--- src/rtl/systolic_pkg.sv ---
// systolic_pkg: shared constants, feeder state type and lane helpers
// for the systolic feeder slice.
package systolic_pkg;

    localparam int NLANES_D = 3;
    localparam int NBITS_D  = 16;
    localparam int LENW_D   = 8;

    typedef enum logic [1:0] {
        S_IDLE,
        S_FEED,
        S_DRAIN
    } feed_state_t;

    // Low bit of a lane's slice inside a packed lane bus.
    function automatic int lane_lo(input int lane, input int w);
        return lane * w;
    endfunction

endpackage

--- src/rtl/systolic_delay_line.sv ---
// systolic_delay_line: DEPTH enabled stages carrying data plus valid.
// Ports: clk, i_rst_n (async low), i_en, i_valid/i_data in,
//        o_valid/o_data from the last stage.
module systolic_delay_line #(
    parameter int DEPTH = 1,
    parameter int W     = 16
) (
    input  logic         clk,
    input  logic         i_rst_n,
    input  logic         i_en,
    input  logic         i_valid,
    input  logic [W-1:0] i_data,
    output logic         o_valid,
    output logic [W-1:0] o_data
);

    logic [DEPTH-1:0] r_v;
    logic [W-1:0]     r_d   [DEPTH];
    logic [DEPTH-1:0] w_vin;
    logic [W-1:0]     w_din [DEPTH];

    for (genvar k = 0; k < DEPTH; k++) begin : g_stage
        if (k == 0) begin : g_head
            assign w_vin[k] = i_valid;
            assign w_din[k] = i_data;
        end else begin : g_tail
            assign w_vin[k] = r_v[k-1];
            assign w_din[k] = r_d[k-1];
        end
    end

    // Data only moves with a valid word, so an invalid slot keeps
    // the previous valid value and the bus does not toggle.
    always_ff @(posedge clk or negedge i_rst_n) begin
        if (!i_rst_n) begin
            r_v <= '0;
            for (int k = 0; k < DEPTH; k++) begin
                r_d[k] <= '0;
            end
        end else if (i_en) begin
            for (int k = 0; k < DEPTH; k++) begin
                r_v[k] <= w_vin[k];
                if (w_vin[k]) begin
                    r_d[k] <= w_din[k];
                end
            end
        end
    end

    assign o_valid = r_v[DEPTH-1];
    assign o_data  = r_d[DEPTH-1];

endmodule

--- src/rtl/systolic_feeder.sv ---
// systolic_feeder: drains NLANES FIFOs in lock-step and presents a
// diagonally skewed wavefront (lane i delayed i cycles) to the array.
// Ports: clk, rst (async low), start/len block request, busy/done status,
//        fifo_ren/fifo_empty/fifo_q FIFO side, stall backpressure,
//        arr_data/arr_val skewed array side.
// Macro SYSTOLIC_FEEDER_ZERO_FILL_EN: drive zeros on invalid lane slots
// instead of holding the last valid word.
module systolic_feeder
    import systolic_pkg::*;
#(
    parameter int NLANES = NLANES_D,
    parameter int nbits  = NBITS_D,
    parameter int LENW   = LENW_D
) (
    input  logic                    clk,
    input  logic                    rst,
    input  logic                    start,
    input  logic [LENW-1:0]         len,
    output logic                    busy,
    output logic                    done,
    output logic [NLANES-1:0]       fifo_ren,
    input  logic [NLANES-1:0]       fifo_empty,
    input  logic [NLANES*nbits-1:0] fifo_q,
    input  logic                    stall,
    output logic [NLANES*nbits-1:0] arr_data,
    output logic [NLANES-1:0]       arr_val
);

    localparam int CNTW = $clog2(NLANES + 1);

    feed_state_t     r_state;
    feed_state_t     w_state_nxt;
    logic [LENW-1:0] r_len;
    logic [LENW-1:0] w_len_nxt;
    logic [LENW-1:0] r_issued;
    logic [LENW-1:0] w_issued_nxt;
    logic [CNTW-1:0] r_cnt;
    logic [CNTW-1:0] w_cnt_nxt;
    logic            r_done;
    logic            w_done_nxt;
    logic            r_pend;
    logic            w_ren;
    logic            w_all_rdy;

    logic [NLANES-1:0] w_val;
    logic [nbits-1:0]  w_dat [NLANES];

    assign w_all_rdy = &(~fifo_empty);

    // A pending word is always consumed in any non-stalled cycle, so a
    // new read can be issued in the same cycle the old one is captured.
    assign w_ren = (r_state == S_FEED) && w_all_rdy && !stall
                && (r_issued < r_len);

    always_comb begin
        w_state_nxt  = r_state;
        w_len_nxt    = r_len;
        w_issued_nxt = r_issued;
        w_cnt_nxt    = r_cnt;
        w_done_nxt   = 1'b0;
        unique case (r_state)
            S_IDLE: begin
                if (start) begin
                    w_len_nxt    = len;
                    w_issued_nxt = '0;
                    if (len == '0) begin
                        w_done_nxt = 1'b1;
                    end else begin
                        w_state_nxt = S_FEED;
                    end
                end
            end
            S_FEED: begin
                if (w_ren) begin
                    w_issued_nxt = r_issued + 1'b1;
                end else if ((r_issued == r_len) && !r_pend) begin
                    // Last word sits in stage 0; it needs NLANES more
                    // advances, one of which may happen this cycle.
                    w_cnt_nxt = stall ? CNTW'(NLANES) : CNTW'(NLANES - 1);
                    if (w_cnt_nxt == '0) begin
                        w_state_nxt = S_IDLE;
                        w_done_nxt  = 1'b1;
                    end else begin
                        w_state_nxt = S_DRAIN;
                    end
                end
            end
            S_DRAIN: begin
                if (!stall) begin
                    if (r_cnt <= CNTW'(1)) begin
                        w_state_nxt = S_IDLE;
                        w_done_nxt  = 1'b1;
                    end else begin
                        w_cnt_nxt = r_cnt - 1'b1;
                    end
                end
            end
            default: begin
                w_state_nxt = S_IDLE;
            end
        endcase
    end

    always_ff @(posedge clk or negedge rst) begin
        if (!rst) begin
            r_state  <= S_IDLE;
            r_len    <= '0;
            r_issued <= '0;
            r_cnt    <= '0;
            r_done   <= 1'b0;
            r_pend   <= 1'b0;
        end else begin
            r_state  <= w_state_nxt;
            r_len    <= w_len_nxt;
            r_issued <= w_issued_nxt;
            r_cnt    <= w_cnt_nxt;
            r_done   <= w_done_nxt;
            r_pend   <= w_ren | (r_pend & stall);
        end
    end

    for (genvar g = 0; g < NLANES; g++) begin : g_lane
        systolic_delay_line #(
            .DEPTH (g + 1),
            .W     (nbits)
        ) u_dl (
            .clk     (clk),
            .i_rst_n (rst),
            .i_en    (!stall),
            .i_valid (r_pend),
            .i_data  (fifo_q[lane_lo(g, nbits) +: nbits]),
            .o_valid (w_val[g]),
            .o_data  (w_dat[g])
        );
`ifdef SYSTOLIC_FEEDER_ZERO_FILL_EN
        assign arr_data[lane_lo(g, nbits) +: nbits] =
            w_val[g] ? w_dat[g] : '0;
`else
        assign arr_data[lane_lo(g, nbits) +: nbits] = w_dat[g];
`endif
    end

    assign arr_val  = w_val;
    assign busy     = (r_state != S_IDLE);
    assign done     = r_done;
    assign fifo_ren = {NLANES{w_ren}};

endmodule

--- config.mk ---
export PLATFORM = sky130hd
export DESIGN_NAME = systolic_feeder
export DESIGN_NICKNAME = d
export VERILOG_FILES = /design/src/rtl/systolic_pkg.sv /design/src/rtl/systolic_delay_line.sv /design/src/rtl/systolic_feeder.sv
export SDC_FILE = /design/constraint.sdc
export NUM_CORES = 1
export LEC_CHECK = 0
export BUFFER_PORTS_ARGS = -buffer_cell sky130_fd_sc_hd__buf_4
export CORE_MARGIN = 3
export CORE_UTILIZATION = 48
export CTS_CLUSTER_SIZE = 20
export DETAILED_ROUTE_END_ITERATION = 10
export PLACE_DENSITY = 0.75
export SETUP_SLACK_MARGIN = 0.1
export SLEW_MARGIN = 20
export SYNTH_ARGS = -nofsm -noshare
export SYNTH_HDL_FRONTEND = slang
export SYNTH_SLANG_ARGS = --single-unit
--- constraint.sdc ---
create_clock -name clk -period 2.01 [get_ports clk]
set_input_delay 0.3015 -clock clk [delete_from_list [all_inputs] [get_ports clk]]
set_output_delay 0.3015 -clock clk [all_outputs]
set_load 0.02 [all_outputs]
==> summary.txt, run 1 <==
Setup path
  – Crit end category: output port
  – R2r endpoint: r_issued[3]
  – CP arrival: 2.16 ns
  – Req. time, crit path: 1.71 ns
  – Worst-path fanout max: 4
  – Critical path class: register to output port
  – Critical path startpoint category: register
  – R2R cell count: 13
  – Setup slack, reg-to-reg: -0.22 ns
  – Reg-to-reg startpoint: r_len[5]

Min path
  – Hold Path Class: input pin to register
  – Worst Hold Path EP: r_issued[4]
  – Hold_sp: start
  – Hold depth: 4

Timing
  – Worst hold margin: 0.133 ns
  – Final period utilization: 122%
  – Worst Max-Slew Pin Slew: 0.604 ns
  – Crit path time final: 2.46 ns
  – Post-route setup TNS: -2.42 ns
  – Relative slew slack: 59.7%
  – Skew final: 0.00669 ns
  – Final hold violation count: 0
  – Max Slew Vio Count: 0
  – Setup-violating endpoint count in the final report: 13
  – Max Clk Rate: 406 MHz
  – RSZ-0062 raised after global routing: true
  – Final worst setup slack: -0.452 ns

Power
  – LEAKAGE: 3.51 nW
  – Switching power: 3.10 mW
  – Net Sw Frac: 31.1%
  – Clock share of power: 28.7%
  – Comb pwr share: 31.5%
  – Internal: 6.87 mW
  – Power Dens Cells: 1340 nW/um^2
  – Maximum VDD drop: 0.000951 V
  – Register share of total power: 39.8%

Clock tree
  – Clk slew on worst S/H paths: 0.06 ns
  – CTS tree: done
  – H-tree Lvls: 4
  – Clock root buffer master: clkbuf_8
  – CTS buffer count: 17
  – Clk_lat worst skew: 0.54 ns
  – CTS max path bufs: 2
  – CTS Sinks: 121

Final layout
  – Filler cell count: 672
  – Cell area after layout: 7410 um^2
  – Fraction of layout cells with a size suffix above 1: 52.2%
  – Area grow syn2layout: 43.5%
  – Util after Layout: 71.2%
  – Ant diodes: 0
  – Final nets: 633

Die
  – Die Span Y: 110 um
  – Die Area: 12000 um^2
  – Initial core utilization: 49.6%
  – Core area: 10400 um^2
  – Rows: 37
  – IO Count: 119
  – Die Wd: 110 um

Run status
  – Failing checks: negative setup slack
  – Status: complete, but fails checks

Logic synthesis
  – Seq cells post-synth: 121
  – Post-synth EDFFs: 0
  – Top_reg_cell synth: dfrtp_1
  – Top-count cell post-synth: dfrtp_1
  – Synth Warn #: 0
  – Synth Cell Area: 5160 um^2
  – Mapped Cells: 388
  – Average size of a mapped cell: 13.3 um^2
  – Post-synth top area share: 58.6%
  – FFs w/ async S/R, synth: 100%
  – Synth top cells by count: 121 x dfrtp_1, 98 x mux2_2, 38 x buf_4
  – Post-synthesis sequential area ratio: 58.6%
  – Synth top area cells: dfrtp_1 59%, mux2_2 21%, buf_4 5.5%
  – Yosys top cell by area: dfrtp_1
  – Syn_nets: 461
  – Synth unique cells: 36

Routing
  – DR WL/cell: 16.3 um
  – Starting DRT DRC Count: 138
  – Routed WL: 11500 um
  – Post-route ant nets: 0
  – Total number of vias: 3557
  – DRC: 0
  – Vias/cell: 5.02
  – Pre-antenna DRT Iters: 4

Global route
  – First-pass GRT wire length: 18200 um
  – Pin count of the biggest net entering global routing: 46
  – Grt ovf: 0
  – GR Util All Layers: 20.4%
  – Antenna violations before repair: 0
  – Vias in the first global route: 3796

Place
  – Port Buffers: 118
  – Hpwl dp: 7120 um
  – Area post-placement: 6080 um^2
  – GPL Wtd Cong: 0.854

Flow run
  – Maxcap violations: 0
==> flip-flops by register name (all words and copies together) (netlist names) <==
signal and cells:
r_state 2, g_lane.u_dl.o_data 48, r_len 8, done 1, r_cnt 2, r_pend 1
g_lane.u_dl.r_v 3, g_lane.u_dl.r_d 48, r_issued 8
==> how the worst max path moves through the flow <==
stage | from | endpoint | slack [ns] | depth (start not counted)
floorplan | r_issued[5] | r_issued[6] | -0.06 | 8
global placement | r_issued[5] | fifo_ren[0] | -0.12 | 7
detailed placement | r_issued[5] | fifo_ren[2] | -0.17 | 7
CTS | r_len[5] | fifo_ren[2] | -0.41 | 8
global route | r_len[5] | fifo_ren[2] | -0.53 | 8
finish | r_len[5] | fifo_ren[0] | -0.45 | 8
==> power groups by stage <==
stage / sequential [mW] / clock [mW] / combinational (mW)
after global routing: 4.10 / 3.04 / 3.38
after CTS: 3.95 / 2.92 / 3.06
after floorplan: 3.98 / 0 / 2.00
after detailed placement: 3.97 / 0 / 2.84
after global placement: 3.90 / 0 / 2.75
final: 3.97 / 2.86 / 3.14
==> placed cells by master (no fill, tap or decap), types with 8 or more instances in the layout <==
cell type,synthesis,final
buf_4,38,138
buf_6,1,8
clkbuf_16,0,16
dfrtp_1,121,121
dlygate4sd3_1,0,57
ha_1,10,8
inv_1,13,10
mux2_2,98,98
nand2_1,25,22
o21ai_0,13,10
==> worst max-delay path, cell delays in order (launching register included) <==
cell      delay (ns)
dfrtp_1         0.39
inv_2           0.09
ha_4            0.21
a211o_1         0.27
o211ai_2        0.06
nand4_1         0.12
or2_4           0.30
inv_4           0.08
buf_6           0.12
==> final cells by class <==
cell class	instances	area [um^2]	area share (%)
inverter	13	51.3	0.692
clock buffer	20	455	6.14
clock inverter	12	118	1.59
tap	136	170	2.30
multi-input combinational	200	1810	24.5
timing repair buffer	207	1780	24.0
sequential	121	3030	40.8
==> stage by stage <==
| step | instances | worst slack [ns] | power, mW |
|---|---|---|---|
| floorplan | 388 | -0.0575 | 5.98 |
| global placement | 608 | -0.116 | 6.66 |
| detailed placement | 608 | -0.171 | 6.82 |
| CTS | 710 | -0.412 | 9.93 |
| global route | 709 | -0.535 | 10.5 |
| finish | 709 | -0.452 | 9.97 |
==> kinds of logic after synthesis <==
| kind of cell | count (synthesis) | synth area share, % |
|---|---|---|
| buffers and inverters | 67 | 7.82 |
| AND/OR/NAND/NOR | 57 | 5.40 |
| AO/OA/AOI/OAI | 34 | 4.17 |
| flip-flops | 121 | 58.6 |
| multiplexers | 99 | 21.6 |
| adder cells (fa/ha/maj) | 10 | 2.42 |
==> layer usage <==
metal / up-vias / wire, um / GRT usage, %
met5: - / 0 / 0
met4: 0 / 243 / 6.95
met3: 26 / 755 / 8.63
met2: 109 / 6140 / 35.6
met1: 1767 / 4380 / 22.2
li1: 1655 / - / -
==> what timing repair did <==
action                                  in CTS  in global routing
endpoints found under the setup margin      15                 16
setup buffers                               13                  4
pin swaps                                    4                  7
endpoints found under the hold margin       93                  0
hold buffers                                57                  0
resized for setup                           20                 10
Power figures use the tool's default switching activity.
==> run 2: changes to the inputs <==
Settings changed: ABC_AREA set to 1, CORE_UTILIZATION 48 to 49, PLACE_DENSITY 0.75 to 0.76.
==> run 2 against run 1 <==
  * The run still ends with negative setup slack left
  * Combinational power grew 2%
  * Maximum frequency up 8.6%
  * Synthesized area increased by 2.9%
==> summary.txt, run 2 <==
Die
  – Die Span Y: 110 um
  – Rows: 37
  – Die Area: 12100 um^2
  – Initial core utilization: 51.0%
  – IO Count: 119
  – Die Wd: 110 um
  – Core area: 10400 um^2

Setup path
  – Critical path startpoint category: register
  – Slowest stage cell, crit path: dfrtp_1
  – Worst-path fanout max: 4
  – R2R cell count: 13
  – CP Cell Sequence: ha_1, nand2_1, inv_1, o21bai_1, inv_1, nor2_4, nand2_4, inv_6, buf_6
  – Critical path class: register to output port
  – Reg-to-reg startpoint: r_issued[1]
  – CP arrival: 1.97 ns
  – Buf/Inv on CP: 4
  – CP top delay family: flip-flops
  – Setup slack, reg-to-reg: 0.07 ns
  – CP max stage delay: 0.39 ns
  – Most common cell on crit path: inv_1
  – Req. time, crit path: 1.71 ns
  – R2r endpoint: r_issued[3]
  – Crit end category: output port

Timing
  – Relative slew slack: 63.1%
  – Crit path time final: 2.27 ns
  – Worst Max-Slew Pin Slew: 0.554 ns
  – Max Slew Vio Count: 0
  – RSZ-0062 raised after global routing: true
  – Final worst setup slack: -0.257 ns
  – Final period utilization: 113%
  – Skew final: 0.00631 ns
  – Final hold violation count: 0
  – Post-route setup TNS: -0.767 ns
  – Setup-violating endpoint count in the final report: 3
  – Max Clk Rate: 441 MHz

Global route
  – First-pass GRT wire length: 17700 um
  – GR Util All Layers: 19.1%
  – Pin count of the biggest net entering global routing: 45
  – Vias in the first global route: 3822
  – GR Util met3: 6.35%
  – Met2 global-route usage: 31.4%
  – Grt ovf: 0
  – GRT Max-Usage Layer: met2
  – Antenna violations before repair: 0
  – Met1 Usage GRT: 23.1%

Min path
  – Hold depth: 2
  – Worst Hold Path EP: g_lane[2].u_dl.r_d[36]
  – Hold Path Class: input pin to register
  – Hold_sp: fifo_q[36]

Logic synthesis
  – Yosys top cell by area: dfrtp_1
  – Mapped Cells: 487
  – Seq cells post-synth: 121
  – Syn_nets: 560
  – Post-synth EDFFs: 0
  – Top_reg_cell synth: dfrtp_1
  – Synth Warn #: 0
  – FFs w/ async S/R, synth: 100%
  – Post-synthesis sequential area ratio: 57.0%
  – Synth Cell Area: 5320 um^2
  – Synth top cells by count: 121 x dfrtp_1, 82 x nand2_1, 58 x mux2_2
  – Top-count cell post-synth: dfrtp_1
  – Synth unique cells: 29
  – Average size of a mapped cell: 10.9 um^2
  – Post-synth top area share: 57.0%
  – Synth top area cells: dfrtp_1 57%, mux2_2 12%, nand2_1 5.8%

Power
  – Register share of total power: 37.2%
  – Net Sw Frac: 31.3%
  – Final Total Pwr: 10.4 mW
  – Power Dens Cells: 1450 nW/um^2
  – LEAKAGE: 3.73 nW
  – Internal: 7.14 mW
  – Maximum VDD drop: 0.000700 V
  – Comb pwr share: 30.7%
  – Switching power: 3.25 mW
  – Clock share of power: 32.1%

Run status
  – Status: complete, but fails checks
  – Failing checks: negative setup slack

Final layout
  – Cell area after layout: 7150 um^2
  – Post-Layout Cell Count: 761
  – Leading cell type in the layout, fill and taps excluded: buf_4
  – Fraction of layout cells with a size suffix above 1: 39.2%
  – Ant diodes: 0
  – Final nets: 686
  – Most frequent cells in the layout: 126 x buf_4, 121 x dfrtp_1, 79 x nand2_1
  – Filler cell count: 768
  – Area grow syn2layout: 34.5%

Routing
  – DR WL/cell: 14.8 um
  – DRC: 0
  – Starting DRT DRC Count: 238
  – Post-route ant nets: 0
  – Pre-antenna DRT Iters: 5
  – Vias/cell: 4.88
  – Total number of vias: 3710
  – Routed WL: 11300 um

Clock tree
  – Clk slew on worst S/H paths: 0.06 ns
  – CTS max path bufs: 2
  – CTS buffer count: 17
  – Clk_lat worst skew: 0.52 ns
  – H-tree Lvls: 4
  – Clock root buffer master: clkbuf_8
  – CTS Sinks: 121
  – CTS tree: done

Place
  – Area post-placement: 6060 um^2
  – Port Buffers: 118
  – GPL Wtd Cong: 0.846
  – Hpwl dp: 7210 um
  – Placed insts: 694

Flow run
  – Maxcap violations: 0
[run 2: cell count changes in the layout (fill, tap and decap cells not counted), moves of 4 or more]
cell	delta
nor2_1	+29
mux2_2	-40
a21oi_1	+19
inv_1	+30
xor2_1	+4
buf_6	-4
nand2_1	+57
o21ai_0	+16
a21oi_2	-4
buf_4	-12
dlygate4sd3_1	-33
bufinv_16	+5
[run 2: per-stage QoR]
step	util (%)	setup slack [ns]	hold WS, ns
after floorplan	-	0.326	0.00591
after global placement	58.2	0.239	0.327
after detailed placement	58.2	0.172	0.331
after CTS	67.3	-0.217	0.000557
after global routing	68.6	-0.359	-0.00111
final	68.6	-0.257	0.0172
[run 2: how the worst max path moves through the flow]
| stage | startpoint | to | slack, ns | cells past startpoint |
|---|---|---|---|---|
| finish | r_issued[5] | fifo_ren[1] | -0.26 | 9 |
| global route | r_issued[6] | fifo_ren[1] | -0.36 | 8 |
| global placement | r_issued[7] | fifo_ren[2] | 0.24 | 9 |
| detailed placement | r_issued[5] | fifo_ren[1] | 0.17 | 9 |
| floorplan | r_issued[7] | fifo_ren[0] | 0.33 | 9 |
| CTS | r_issued[5] | fifo_ren[1] | -0.22 | 9 |
[run 2: cells by family (layout without fill, tap and decap cells)]
logic type / after synthesis / in the layout / synth area share [%]
AO/OA/AOI/OAI: 55 / 55 / 5.32
adder cells (fa/ha/maj): 10 / 10 / 2.35
flip-flops: 121 / 121 / 57.0
XOR/XNOR: 5 / 5 / 0.824
buffers and inverters: 96 / 234 / 10.7
multiplexers: 59 / 59 / 12.5
AND/OR/NAND/NOR: 141 / 141 / 11.4
[run 2: power by group through the flow]
stage	logic, mW	clock network (mW)	registers (mW)
after detailed placement	2.98	0	3.90
after global routing	3.51	3.51	3.98
after floorplan	2.09	0	3.94
after global placement	2.88	0	3.84
after CTS	3.09	3.39	3.87
final	3.19	3.34	3.87
[run 2: layout make-up]
cell class                      instances  area [um^2]  share of cell area [%]
Sequential cell                       121         3030                    42.4
Multi-Input combinational cell        270         1790                    25.1
Timing Repair Buffer                  159         1330                    18.6
Clock buffer                           19          432                    6.04
Clock inverter                         12          223                    3.12
Inverter                               44          175                    2.45
Tap cell                              136          170                    2.38
[run 2: routing by layer]
metal / wire length, um / share of wire [%] / up-vias
li1: - / - / 1793
met1: 4580 / 41 / 1787
met2: 5860 / 52 / 114
met3: 662 / 5.9 / 16
met4: 165 / 1.5 / 0
met5: 0 / 0 / -
[run 2: what timing repair did]
action,in CTS,in global routing
hold endpoints to repair,59,4
gates resized for setup,9,14
buffers inserted,7,5
hold buffers,20,4
endpoints found under the setup margin,3,8
pin swaps,2,7
